$ cat src/rtl/rr_arbiter_4_if.sv
// ---------------------------------------------------------------------------
// rr_arbiter_4_if
// Request/grant bundle between four requesters and the round-robin arbiter.
//   req       : request vector, bit n = requester n wants the grant
//   gnt_idx   : index of the current grant holder (decoder select)
//   gnt_valid : gnt_idx names an active grant
//   gnt_new   : one-cycle pulse on the first cycle of each grant
// Modports: master = requester side, slave = arbiter side.
// ---------------------------------------------------------------------------
interface rr_arbiter_4_if;
    localparam int unsigned N_REQ = 4;
    localparam int unsigned IDX_W = 2;

    logic [N_REQ-1:0] req;
    logic [IDX_W-1:0] gnt_idx;
    logic             gnt_valid;
    logic             gnt_new;

    modport master (
        output req,
        input  gnt_idx,
        input  gnt_valid,
        input  gnt_new
    );

    modport slave (
        input  req,
        output gnt_idx,
        output gnt_valid,
        output gnt_new
    );
endinterface : rr_arbiter_4_if

$ cat src/rtl/rr_arbiter_4.sv
// ---------------------------------------------------------------------------
// rr_arbiter_4
// Four-requester round-robin arbiter with a bounded grant hold. A holder keeps
// the grant while it requests, but once it has held for HOLD_MAX cycles and
// someone else is waiting, the grant moves on. All outputs are registered.
// Ports:
//   clk : rising-edge clock
//   rst : synchronous active-high reset
//   arb : rr_arbiter_4_if.slave (req in; gnt_idx, gnt_valid, gnt_new out)
// ---------------------------------------------------------------------------
module rr_arbiter_4 #(
    parameter int unsigned HOLD_MAX = 8
) (
    input  logic           clk,
    input  logic           rst,
    rr_arbiter_4_if.slave  arb
);
    localparam int unsigned N_REQ = 4;
    localparam int unsigned IDX_W = 2;
    localparam int unsigned CNT_W = 8;
    localparam logic [CNT_W-1:0] HOLD_LIM = CNT_W'(HOLD_MAX);

    typedef enum logic [0:0] {
        ST_IDLE  = 1'b0,
        ST_GRANT = 1'b1
    } state_t;

    // Rotating search: first set bit of mask, starting at start, wrapping mod 4.
    // Returns {found, index}.
    function automatic logic [IDX_W:0] f_search(
        input logic [IDX_W-1:0] start,
        input logic [N_REQ-1:0] mask
    );
        logic             found;
        logic [IDX_W-1:0] win;
        logic [IDX_W-1:0] cand;
        found = 1'b0;
        win   = start;
        for (int i = 0; i < int'(N_REQ); i++) begin
            cand = start + IDX_W'(i);
            if (!found && mask[cand]) begin
                found = 1'b1;
                win   = cand;
            end
        end
        return {found, win};
    endfunction

    state_t           r_state;
    logic [IDX_W-1:0] r_ptr;
    logic [CNT_W-1:0] r_hold_cnt;
    logic [IDX_W-1:0] r_gnt_idx;
    logic             r_gnt_valid;
    logic             r_gnt_new;

    state_t           w_state_nxt;
    logic [IDX_W-1:0] w_ptr_nxt;
    logic [CNT_W-1:0] w_hold_nxt;
    logic [IDX_W-1:0] w_idx_nxt;
    logic             w_valid_nxt;
    logic             w_new_nxt;

    logic [N_REQ-1:0] w_req_other;
    logic             w_holder_req;
    logic [IDX_W-1:0] w_ptr_rot;
    logic [IDX_W:0]   w_search_idle;
    logic [IDX_W:0]   w_search_move;
    logic             w_hold_full;

    // Requests from everyone but the current holder; the holder is never
    // picked first on release or preempt.
    assign w_req_other   = arb.req & ~(N_REQ'(1) << r_gnt_idx);
    assign w_holder_req  = arb.req[r_gnt_idx];
    assign w_ptr_rot     = r_gnt_idx + IDX_W'(1);
    assign w_search_idle = f_search(r_ptr, arb.req);
    assign w_search_move = f_search(w_ptr_rot, w_req_other);
    assign w_hold_full   = (r_hold_cnt >= HOLD_LIM);

    // State and output registers.
    always_ff @(posedge clk) begin
        if (rst) begin
            r_state     <= ST_IDLE;
            r_ptr       <= '0;
            r_hold_cnt  <= '0;
            r_gnt_idx   <= '0;
            r_gnt_valid <= 1'b0;
            r_gnt_new   <= 1'b0;
        end else begin
            r_state     <= w_state_nxt;
            r_ptr       <= w_ptr_nxt;
            r_hold_cnt  <= w_hold_nxt;
            r_gnt_idx   <= w_idx_nxt;
            r_gnt_valid <= w_valid_nxt;
            r_gnt_new   <= w_new_nxt;
        end
    end

    // Next-state and next-output logic.
    always_comb begin
        w_state_nxt = r_state;
        w_ptr_nxt   = r_ptr;
        w_hold_nxt  = r_hold_cnt;
        w_idx_nxt   = r_gnt_idx;
        w_valid_nxt = r_gnt_valid;
        w_new_nxt   = 1'b0;

        case (r_state)
            ST_IDLE: begin
                w_valid_nxt = 1'b0;
                if (w_search_idle[IDX_W]) begin
                    w_state_nxt = ST_GRANT;
                    w_idx_nxt   = w_search_idle[IDX_W-1:0];
                    w_valid_nxt = 1'b1;
                    w_new_nxt   = 1'b1;
                    w_hold_nxt  = CNT_W'(1);
                end
            end

            ST_GRANT: begin
                if (!w_holder_req) begin
                    // Release: hand straight over if anyone else wants it.
                    w_ptr_nxt = w_ptr_rot;
                    if (w_search_move[IDX_W]) begin
                        w_idx_nxt   = w_search_move[IDX_W-1:0];
                        w_valid_nxt = 1'b1;
                        w_new_nxt   = 1'b1;
                        w_hold_nxt  = CNT_W'(1);
                    end else begin
                        w_state_nxt = ST_IDLE;
                        w_valid_nxt = 1'b0;
                        w_hold_nxt  = '0;
                    end
                end else if (w_hold_full && (|w_req_other)) begin
                    // Preempt: hold budget spent and someone else is waiting.
                    w_ptr_nxt   = w_ptr_rot;
                    w_idx_nxt   = w_search_move[IDX_W-1:0];
                    w_valid_nxt = 1'b1;
                    w_new_nxt   = 1'b1;
                    w_hold_nxt  = CNT_W'(1);
                end else begin
                    // Continue: count up, saturating at the hold limit.
                    w_valid_nxt = 1'b1;
                    if (!w_hold_full) begin
                        w_hold_nxt = r_hold_cnt + CNT_W'(1);
                    end
                end
            end

            default: begin
                w_state_nxt = ST_IDLE;
                w_valid_nxt = 1'b0;
            end
        endcase
    end

    assign arb.gnt_idx   = r_gnt_idx;
    assign arb.gnt_valid = r_gnt_valid;
    assign arb.gnt_new   = r_gnt_new;

endmodule : rr_arbiter_4

$ cat src/flat_wrapper.sv
// flat-port wrapper written by rule: the top's interface ports become plain ports
module rr_arbiter_4_flat 
#(
    parameter int unsigned HOLD_MAX = 8
)
  (clk, rst, arb_req, arb_gnt_idx, arb_gnt_valid, arb_gnt_new);
  rr_arbiter_4_if arb_i ();
  input  logic clk;
  input  logic rst;
  input wire logic [$bits(arb_i.req)-1:0] arb_req;
  output wire logic [$bits(arb_i.gnt_idx)-1:0] arb_gnt_idx;
  output wire logic [$bits(arb_i.gnt_valid)-1:0] arb_gnt_valid;
  output wire logic [$bits(arb_i.gnt_new)-1:0] arb_gnt_new;
  assign arb_i.req = arb_req;
  assign arb_gnt_idx = arb_i.gnt_idx;
  assign arb_gnt_valid = arb_i.gnt_valid;
  assign arb_gnt_new = arb_i.gnt_new;
  rr_arbiter_4 #(.HOLD_MAX(HOLD_MAX)) u_core (.clk(clk), .rst(rst), .arb(arb_i));
endmodule
$ cat config.mk
export PLATFORM = sky130hd
export DESIGN_NAME = rr_arbiter_4_flat
export DESIGN_NICKNAME = d
export VERILOG_FILES = /design/src/rtl/rr_arbiter_4_if.sv /design/src/rtl/rr_arbiter_4.sv /design/src/flat_wrapper.sv
export SDC_FILE = /design/constraint.sdc
export NUM_CORES = 1
export LEC_CHECK = 0
export BUFFER_PORTS_ARGS = -buffer_cell sky130_fd_sc_hd__buf_2
export CAP_MARGIN = 20
export CELL_PAD_IN_SITES_DETAIL_PLACEMENT = 0
export CELL_PAD_IN_SITES_GLOBAL_PLACEMENT = 2
export CORE_MARGIN = 1.5
export CORE_UTILIZATION = 32
export DETAILED_ROUTE_END_ITERATION = 8
export PLACE_DENSITY = 0.79
export SYNTH_ARGS = -nofsm -noshare
export SYNTH_HDL_FRONTEND = slang
export SYNTH_SLANG_ARGS = --single-unit
$ cat constraint.sdc
create_clock -name clk -period 2.2 [get_ports clk]
set_input_delay 0.44 -clock clk [delete_from_list [all_inputs] [get_ports clk]]
set_output_delay 0.44 -clock clk [all_outputs]
set_load 0.02 [all_outputs]
==> impl_metrics.ini, run 1 <==
[global_route]
grt_pass1_vias = 994
grt_pass1_wl_mm = 4.48
grt-ovfl-total = 0
antenna_found_initial = 0
track_usage = 0.156
grt_start_max_net_pins = 10

[sta]
worstMarginPinSlew_ns = 0.330
fmax_mhz = 452
tns_ns = -0.0134
setup_slack_ns = -0.0134
rsz0062_at_grt = true
hold_violations = 0
fin_crit_sh = 1.01
fin_skew_ns = 0.000224
setup_viol = 1
slew_headroom = 0.779
min_period_ns = 2.21
drv_slew = 0

[pwr]
pwr-share-seq = 0.254
clkPwrFrac = 0.135
p_comb_frac = 0.611
p_sw_frac = 0.414
peakVddDrop_v = 0.000367
p_leak_uw = 0.000573
internal_power_uw = 819
power.density_nw_per_um2 = 983
p_switching_uw = 578

[logic_synthesis]
synth_edf_count = 0
synthArstFlopShare = 0
netlist_top_cells_count = nor2_1 (15), dfxtp_1 (14), inv_1 (7), nor3_1 (7)
ys_seq_elements = 14
netlist_area_um2 = 1110
synth_top_area_frac = 0.253
synth_cells = 133
seq_area_frac_synth = 0.253
synth_cell_types = 44
syn-mean-instance-area_um2 = 8.34
yosysMostFrequentCell = nor2_1
synth_ff_type = dfxtp_1
synth_top_area_cell = dfxtp_1
synth_area_leaders = dfxtp_1 (25%), ha_1 (6.8%), mux4_2 (6.1%), nor2_1 (5.1%), mux2i_1 (3.6%)
synth_nets = 145
ys_warn_count = 0

[cells_and_area]
design_area_um2 = 1420
area_growth_pct = 28.1
fill_cells = 353
seq_area_um2 = 285
multi_input_area_um2 = 811
final_nets = 174
drive_gt1_frac = 0.329
diodes = 0

[routing]
drtIter0Drc = 51
finalWirelength_mm = 2.83
wl_per_cell_um = 13.7
avgViaCountPerCell = 5.20
drc = 0
drt_first_pass_iters = 4
antenna_left = 0
vias = 1076

[floorplanning]
core-area_um2 = 3340
row_count = 21
ioPinCount = 10
die_width_um = 61.9
chipHeight_um = 61.9
design.die.area_um2 = 3830
start_util = 0.333

[worst_hold_path]
hold_end = u_core.arb.gnt_idx[1]
min_path_type = primary input to flop
whs_path_depth = 2
worstHoldStart = rst

[clocking]
cts_root_buffer = clkbuf_4
cts.sinks = 14
clock_latency_ns = 0.28
clkTransAtPathRegs_ns = 0.09
cts_tree = built
cts_buffers = 3
cts_max_path_buffers = 2
cts_hold_buf = 0
htreeDepth = 1

[worst_setup_path]
critPathArrivalTime_ns = 2.38
reg2regPathDepth = 8
cp.required_ns = 2.37
rrSetupSlack_ns = -0.01
cp-end-kind = flop
worst-setup-path-type = flop to flop
cp_max_fo = 6
start_kind = flop
r2r_start = u_core.arb.gnt_idx[0]
r2r_end = u_core.arb.gnt_idx[0]

[place]
placed_area_um2 = 1320
place_congestion = 0.817
io_buffers = 9
place_hpwl_mm = 2.16
pre_cts_slack_ns = -0.0473

[outcome]
violations = negative setup slack
outcome = finished, violations left

[flow_run]
max_cap_violations = 0
==> worst max path at each step <==
stage	start	to	slack [ns]	cells after the start
after floorplan	u_core.arb.gnt_idx[0]	u_core.arb.gnt_idx[0]	-0.05	8
after global placement	u_core.arb.gnt_idx[0]	u_core.arb.gnt_idx[0]	0.02	8
after detailed placement	u_core.arb.gnt_idx[0]	u_core.arb.gnt_idx[0]	-0.05	8
after CTS	u_core.arb.gnt_idx[0]	u_core.arb.gnt_idx[0]	-0.003	8
after global routing	u_core.arb.gnt_idx[0]	u_core.arb.gnt_idx[0]	-0.11	8
final	u_core.arb.gnt_idx[0]	u_core.arb.gnt_idx[0]	-0.01	8
==> placed cells by master, fill, tap and decap left out, types with 2 or more instances in the layout <==
master	netlist	routed
nand4b_1	2	2
o21ai_0	6	6
inv_1	7	6
xnor2_1	2	2
or2_1	2	2
a31oi_1	6	6
nand4_1	2	2
nor2b_1	5	4
nor3_1	7	6
nor2b_2	1	2
nand2_1	5	5
or4_1	2	2
a21oi_1	6	6
buf_4	0	20
or2b_1	3	3
ha_1	6	5
mux4_2	3	3
nand3_1	3	3
buf_2	2	9
mux2i_1	4	4
a211o_1	2	2
nand2b_1	5	5
dfxtp_1	14	12
nor2_1	15	15
clkbuf_4	0	3
==> power groups by stage <==
stage | clock network (µW) | registers [µW] | logic, µW
final | 188 | 355 | 854
after global routing | 207 | 362 | 936
after CTS | 194 | 355 | 820
after detailed placement | 0 | 370 | 769
after global placement | 0 | 366 | 765
after floorplan | 0 | 375 | 521
==> state kept, by name (all words and copies together), names as in the netlist <==
signal / flops
u_core.r_hold_cnt: 8
u_core.arb.gnt_new: 1
u_core.arb.gnt_idx: 2
u_core.r_ptr: 2
u_core.r_state: 1
==> final cells by class <==
| type | count | share of cell area |
|---|---|---|
| Multi-Input combinational cell | 106 | 0.570 |
| Sequential cell | 14 | 0.201 |
| Timing Repair Buffer | 29 | 0.137 |
| Tap cell | 46 | 0.0405 |
| Clock buffer | 4 | 0.0255 |
| Inverter | 8 | 0.0255 |
==> through the flow <==
| stage | instances | util | hold slack, ns | power, µW |
|---|---|---|---|---|
| detailed placement | 198 | 0.396 | 0.466 | 1140 |
| global placement | 198 | 0.396 | 0.450 | 1130 |
| floorplan | 133 | - | 0.432 | 896 |
| global route | 207 | 0.426 | 0.416 | 1500 |
| CTS | 206 | 0.415 | 0.394 | 1370 |
| finish | 207 | 0.426 | 0.407 | 1400 |
==> routing by layer <==
metal,GRT usage,share of wire
met5,0,0
met4,0.0456,0.0071
met2,0.266,0.50
met3,0.0269,0.031
met1,0.201,0.46
==> worst max-delay path: stages (launching register included) <==
cell and delay [ns]:
dfxtp_4 0.39, clkinvlp_4 0.13, ha_4 0.24, inv_4 0.05
mux4_2 0.48, or3_4 0.35, a31oi_4 0.23, or2b_1 0.16
o32ai_1 0.07
==> kinds of logic (layout without fill, tap and decap cells) <==
family / after synthesis / after routing / share of synthesized area
xor+xnor: 2 / 2 / 0.0158
simple gates: 59 / 59 / 0.302
buf+inv: 13 / 41 / 0.0530
flops: 14 / 14 / 0.253
fa+ha+maj: 6 / 6 / 0.0676
compound gates: 32 / 32 / 0.212
mux: 7 / 7 / 0.0970
==> timing repair <==
action	in CTS	in global routing
resized for setup	0	5
buffers inserted	4	1
setup endpoints to repair	3	12
pin swaps	0	1
gates cloned	0	0
(Power assumes the default switching activity.)
==> inputs of run 2 (changes only) <==
--- a/config.mk
+++ b/config.mk
@@ -9,6 +9,7 @@
 export CAP_MARGIN = 20
 export CELL_PAD_IN_SITES_DETAIL_PLACEMENT = 0
 export CELL_PAD_IN_SITES_GLOBAL_PLACEMENT = 2
+export CORE_ASPECT_RATIO = 1.5
 export CORE_MARGIN = 1.5
 export CORE_UTILIZATION = 32
 export DETAILED_ROUTE_END_ITERATION = 8
==> run 2 against run 1 <==
The flow still finishes with violations (negative setup slack). Largest cell class unchanged. Global-route usage rose by 0.65 points. Sequential share of layout area decreased by 0.35 points. Largest power group unchanged. Register-to-register slack barely moved. Clock skew increased by 0.0066 ns. First-iteration DRC count shrank 53%. Maximum frequency down 0.51%. Die area is 0.19% higher. Worst hold slack better by 0.054 ns. Clock power up 12%.
==> impl_metrics.ini, run 2 (synthesis gave the netlist of run 1 again) <==
[outcome]
outcome = finished, violations left
violations = negative setup slack

[clocking]
clock_latency_ns = 0.24
htreeDepth = 1
cts_buffers = 3
cts_root_buffer = clkbuf_8
cts_hold_buf = 0
cts.sinks = 14
cts_max_path_buffers = 2
clkTransAtPathRegs_ns = 0.06
cts_tree = built

[cells_and_area]
largest_reg_flops = 8
multi_input_area_um2 = 810
seq_area_um2 = 285
fill_cells = 345
mostFrequentLayoutCell = buf_4
diodes = 0
top_register = u_core.r_hold_cnt
fin_util = 0.432
drive_gt1_frac = 0.329
area_growth_pct = 30.3
final_cell_mix = buf_4 (23), nor2_1 (15), dfxtp_1 (12), buf_2 (9), nor3_1 (7)
final_nets = 177

[sta]
slew_headroom = 0.715
setup_viol = 1
holdWs_ns = 0.460
tns_ns = -0.0248
fin_crit_sh = 1.01
drv_slew = 0
min_period_ns = 2.22
fin_skew_ns = 0.00679
fmax_mhz = 449
hold_violations = 0
setup_slack_ns = -0.0248
worstMarginPinSlew_ns = 0.426
rsz0062_at_grt = true

[place]
io_buffers = 9
pre_cts_slack_ns = -0.0489
place_hpwl_mm = 2.27
place_congestion = 0.869

[worst_setup_path]
critPathTopFamily = compound AO/OA/AOI/OAI gates
r2r_start = u_core.arb.gnt_idx[0]
start_kind = flop
worst-setup-path-type = flop to flop
rrSetupSlack_ns = -0.02
r2r_end = u_core.arb.gnt_idx[0]
crit_chain = clkinvlp_4, ha_4, inv_4, buf_4, buf_4, buf_4, o21ai_0, o2111ai_1, o32a_1, o32ai_2
critPathArrivalTime_ns = 2.37
cp_max_fo = 5
cp.required_ns = 2.35
critical_path_buf_inv_count = 5
reg2regPathDepth = 10
cp-end-kind = flop
critPathMostFrequentCell = buf_4
max_stage_delay_ns = 0.38
slowest_stage = o32a_1

[routing]
drtIter0Drc = 24
vias = 1101
drc = 0
antenna_left = 0
drt_first_pass_iters = 4
avgViaCountPerCell = 5.34
wl_per_cell_um = 14.3
finalWirelength_mm = 2.94

[worst_hold_path]
min_path_type = flop to flop
whs_path_depth = 2
hold_end = u_core.r_hold_cnt[7]
worstHoldStart = u_core.r_hold_cnt[7]

[global_route]
grt_start_max_net_pins = 10
antenna_found_initial = 0
grt-ovfl-total = 0
grt_pass1_vias = 1031
track_usage = 0.162
grt_pass1_wl_mm = 4.69

[floorplanning]
row_count = 26
ioPinCount = 10
chipHeight_um = 75.1
die_width_um = 51.1
core-area_um2 = 3350
design.die.area_um2 = 3840
start_util = 0.331

[pwr]
power.density_nw_per_um2 = 1030
peakVddDrop_v = 0.000542
p_leak_uw = 0.000590

[flow_run]
max_cap_violations = 0
run 2: how the worst max path moves through the flow:
stage                          start                    end  slack, ns  cells after the start
2_1_floorplan  u_core.arb.gnt_idx[0]  u_core.arb.gnt_idx[0]      -0.05                      8
3_3_place_gp              arb_req[1]   u_core.r_hold_cnt[1]      -0.03                      8
3_5_place_dp              arb_req[1]   u_core.r_hold_cnt[1]      -0.05                      8
4_1_cts        u_core.arb.gnt_idx[0]  u_core.arb.gnt_idx[1]     0.0008                      8
5_1_grt        u_core.arb.gnt_idx[0]  u_core.arb.gnt_idx[0]      -0.09                      8
6_report       u_core.arb.gnt_idx[0]  u_core.arb.gnt_idx[0]      -0.02                     10
run 2: worst min-delay path: cells and delay by family, from the launching register on:
kind / cells / cell delay [ns]
and+or+nand+nor: 1 / 0.07
DFF: 1 / 0.32
AOI/OAI and AO/OA: 1 / 0.04
run 2: area by class of cell:
class,count,area share
Tap cell,42,0.0363
Multi-Input combinational cell,106,0.560
Sequential cell,14,0.197
Timing Repair Buffer,32,0.151
Inverter,8,0.0251
Clock buffer,4,0.0311
run 2: through the flow:
stage | std cells | instance area [µm²] | total power [µW]
after floorplan | 133 | 1130 | 896
after global placement | 196 | 1330 | 1160
after detailed placement | 196 | 1330 | 1160
after CTS | 204 | 1410 | 1420
after global routing | 206 | 1450 | 1590
final | 206 | 1450 | 1490
run 2: where the power goes:
group / leakage (µW) / internal (µW) / switching, µW / total, µW
Clock: 0.0000228 / 128 / 82.2 / 210
Sequential: 0.000116 / 299 / 50.8 / 349
Combinational: 0.000452 / 465 / 468 / 933
Total: 0.000590 / 891 / 601 / 1490
run 2: timing repair:
| action | 4_1_cts | 5_1_grt |
|---|---|---|
| setup endpoints to repair | 6 | 12 |
| setup buffers | 4 | 2 |
| gates resized for setup | 0 | 5 |
run 2: routing by layer:
layer  GRT usage  part of all wire  vias to the layer above
li1            -                 -                      551
met1       0.169              0.39                      527
met2       0.310              0.56                       17
met3      0.0218             0.022                        6
met4      0.0841             0.023                        0
met5           0                 0                        -
==> inputs of run 3 (changes only) <==
==> constraint.sdc (replaced) <==
create_clock -name clk -period 1.8 [get_ports clk]
set_input_delay 0.36 -clock clk [delete_from_list [all_inputs] [get_ports clk]]
set_output_delay 0.36 -clock clk [all_outputs]
set_load 0.02 [all_outputs]
==> run 3 against run 2 <==
The run still ends with negative setup slack left. Worst hold slack worse by 0.076 ns. Die area stayed put. Final cell count is 5.8% higher. Critical path depth is 2 lower. Largest cell class unchanged.
==> impl_metrics.ini, run 3 (synthesis gave the netlist of run 1 again) <==
[routing]
wl_per_cell_um = 15.0
vias = 1159
antenna_left = 0
drtIter0Drc = 23
drt_first_pass_iters = 4
finalWirelength_mm = 3.26
drc = 0
avgViaCountPerCell = 5.32

[pwr]
p_leak_uw = 0.000684
peakVddDrop_v = 0.000878
power.density_nw_per_um2 = 1230

[worst_hold_path]
whs_path_depth = 2
worstHoldStart = rst
min_path_type = primary input to flop
hold_end = u_core.arb.gnt_idx[1]

[global_route]
grt_start_max_net_pins = 10
grt-ovfl-total = 0
antenna_found_initial = 0
grt_pass1_vias = 1132
grt_pass1_wl_mm = 5.29
track_usage = 0.186

[worst_setup_path]
cp-end-kind = flop
critical_path_buf_inv_count = 2
max_stage_delay_ns = 0.48
crit_chain = clkinvlp_4, ha_4, inv_4, mux4_2, or3_4, a31oi_4, or2b_1, o32ai_1
r2r_start = u_core.arb.gnt_idx[0]
cp.required_ns = 1.92
critPathTopFamily = simple AND/OR/NAND/NOR gates
start_kind = flop
worst-setup-path-type = flop to flop
critPathArrivalTime_ns = 2.33
slowest_stage = mux4_2
r2r_end = u_core.arb.gnt_idx[0]
cp_max_fo = 6
rrSetupSlack_ns = -0.41
reg2regPathDepth = 8

[sta]
holdWs_ns = 0.385
fmax_mhz = 453
hold_violations = 0
slew_headroom = 0.757
rsz0062_at_grt = true
drv_slew = 0
worstMarginPinSlew_ns = 0.365
setup_viol = 12
min_period_ns = 2.21
setup_slack_ns = -0.409
fin_crit_sh = 1.23
fin_skew_ns = 0.00219

[floorplanning]
design.die.area_um2 = 3840
row_count = 26
core-area_um2 = 3350
die_width_um = 51.1
ioPinCount = 10
chipHeight_um = 75.1
start_util = 0.331

[cells_and_area]
drive_gt1_frac = 0.472
final_nets = 189
fin_util = 0.497
seq_area_um2 = 287
area_growth_pct = 50.2
diodes = 0
top_register = u_core.r_hold_cnt
fill_cells = 321
final_cell_mix = buf_4 (31), nor2_1 (14), dfxtp_1 (11), buf_2 (9), a31oi_1 (6)
design_area_um2 = 1670
multi_input_area_um2 = 905
stdcell_count = 218
largest_reg_flops = 8
mostFrequentLayoutCell = buf_4

[clocking]
cts_buffers = 3
htreeDepth = 1
cts_hold_buf = 0
cts_root_buffer = clkbuf_8
clkTransAtPathRegs_ns = 0.06
cts_tree = built
clock_latency_ns = 0.25
cts_max_path_buffers = 2
cts.sinks = 14

[place]
placed_area_um2 = 1410
io_buffers = 9
place_congestion = 0.851
dp.cells = 206
place_hpwl_mm = 2.45

[outcome]
violations = negative setup slack
outcome = finished, violations left

[flow_run]
max_cap_violations = 0
run 3: area by class of cell:
| class | instances | area share |
|---|---|---|
| clock buffer | 4 | 0.0330 |
| inverter | 8 | 0.0218 |
| multi-input combinational | 106 | 0.543 |
| sequential | 14 | 0.172 |
| tap | 42 | 0.0315 |
| timing repair buffer | 44 | 0.199 |
run 3: per-layer routing:
layer / GRT usage / share of wire
met3: 0.0119 / 0.023
met4: 0.0901 / 0.029
met5: 0 / 0
met1: 0.197 / 0.39
met2: 0.367 / 0.56
run 3: worst max-delay path by stage:
stage          slack, ns                  start  cells after the start                     to
6_report           -0.41  u_core.arb.gnt_idx[0]                      8  u_core.arb.gnt_idx[0]
5_1_grt            -0.48  u_core.arb.gnt_idx[0]                      8  u_core.arb.gnt_idx[0]
4_1_cts            -0.38  u_core.arb.gnt_idx[0]                      8  u_core.arb.gnt_idx[0]
3_5_place_dp       -0.42  u_core.arb.gnt_idx[0]                      8  u_core.arb.gnt_idx[0]
3_3_place_gp       -0.38  u_core.arb.gnt_idx[0]                      8  u_core.arb.gnt_idx[0]
2_1_floorplan      -0.45  u_core.arb.gnt_idx[0]                      8  u_core.arb.gnt_idx[0]
run 3: through the flow:
stage               TNS (ns)  total power (µW)  worst slack (ns)
CTS                    -2.53              2000            -0.382
detailed placement     -3.77              1520            -0.424
global placement       -3.44              1500            -0.377
finish                 -2.85              2050            -0.409
floorplan              -2.83              1100            -0.445
global route           -3.90              2190            -0.480
run 3: repair_timing:
item	in CTS	in global routing
endpoints found under the setup margin	14	14
gates resized for setup	24	7
setup buffers	5	4
pin swaps	1	5
run 3: power breakdown:
group,internal (µW),leakage (µW),switching [µW]
registers,366,0.000116,68.6
logic,685,0.000540,628
clock network,194,0.0000288,109
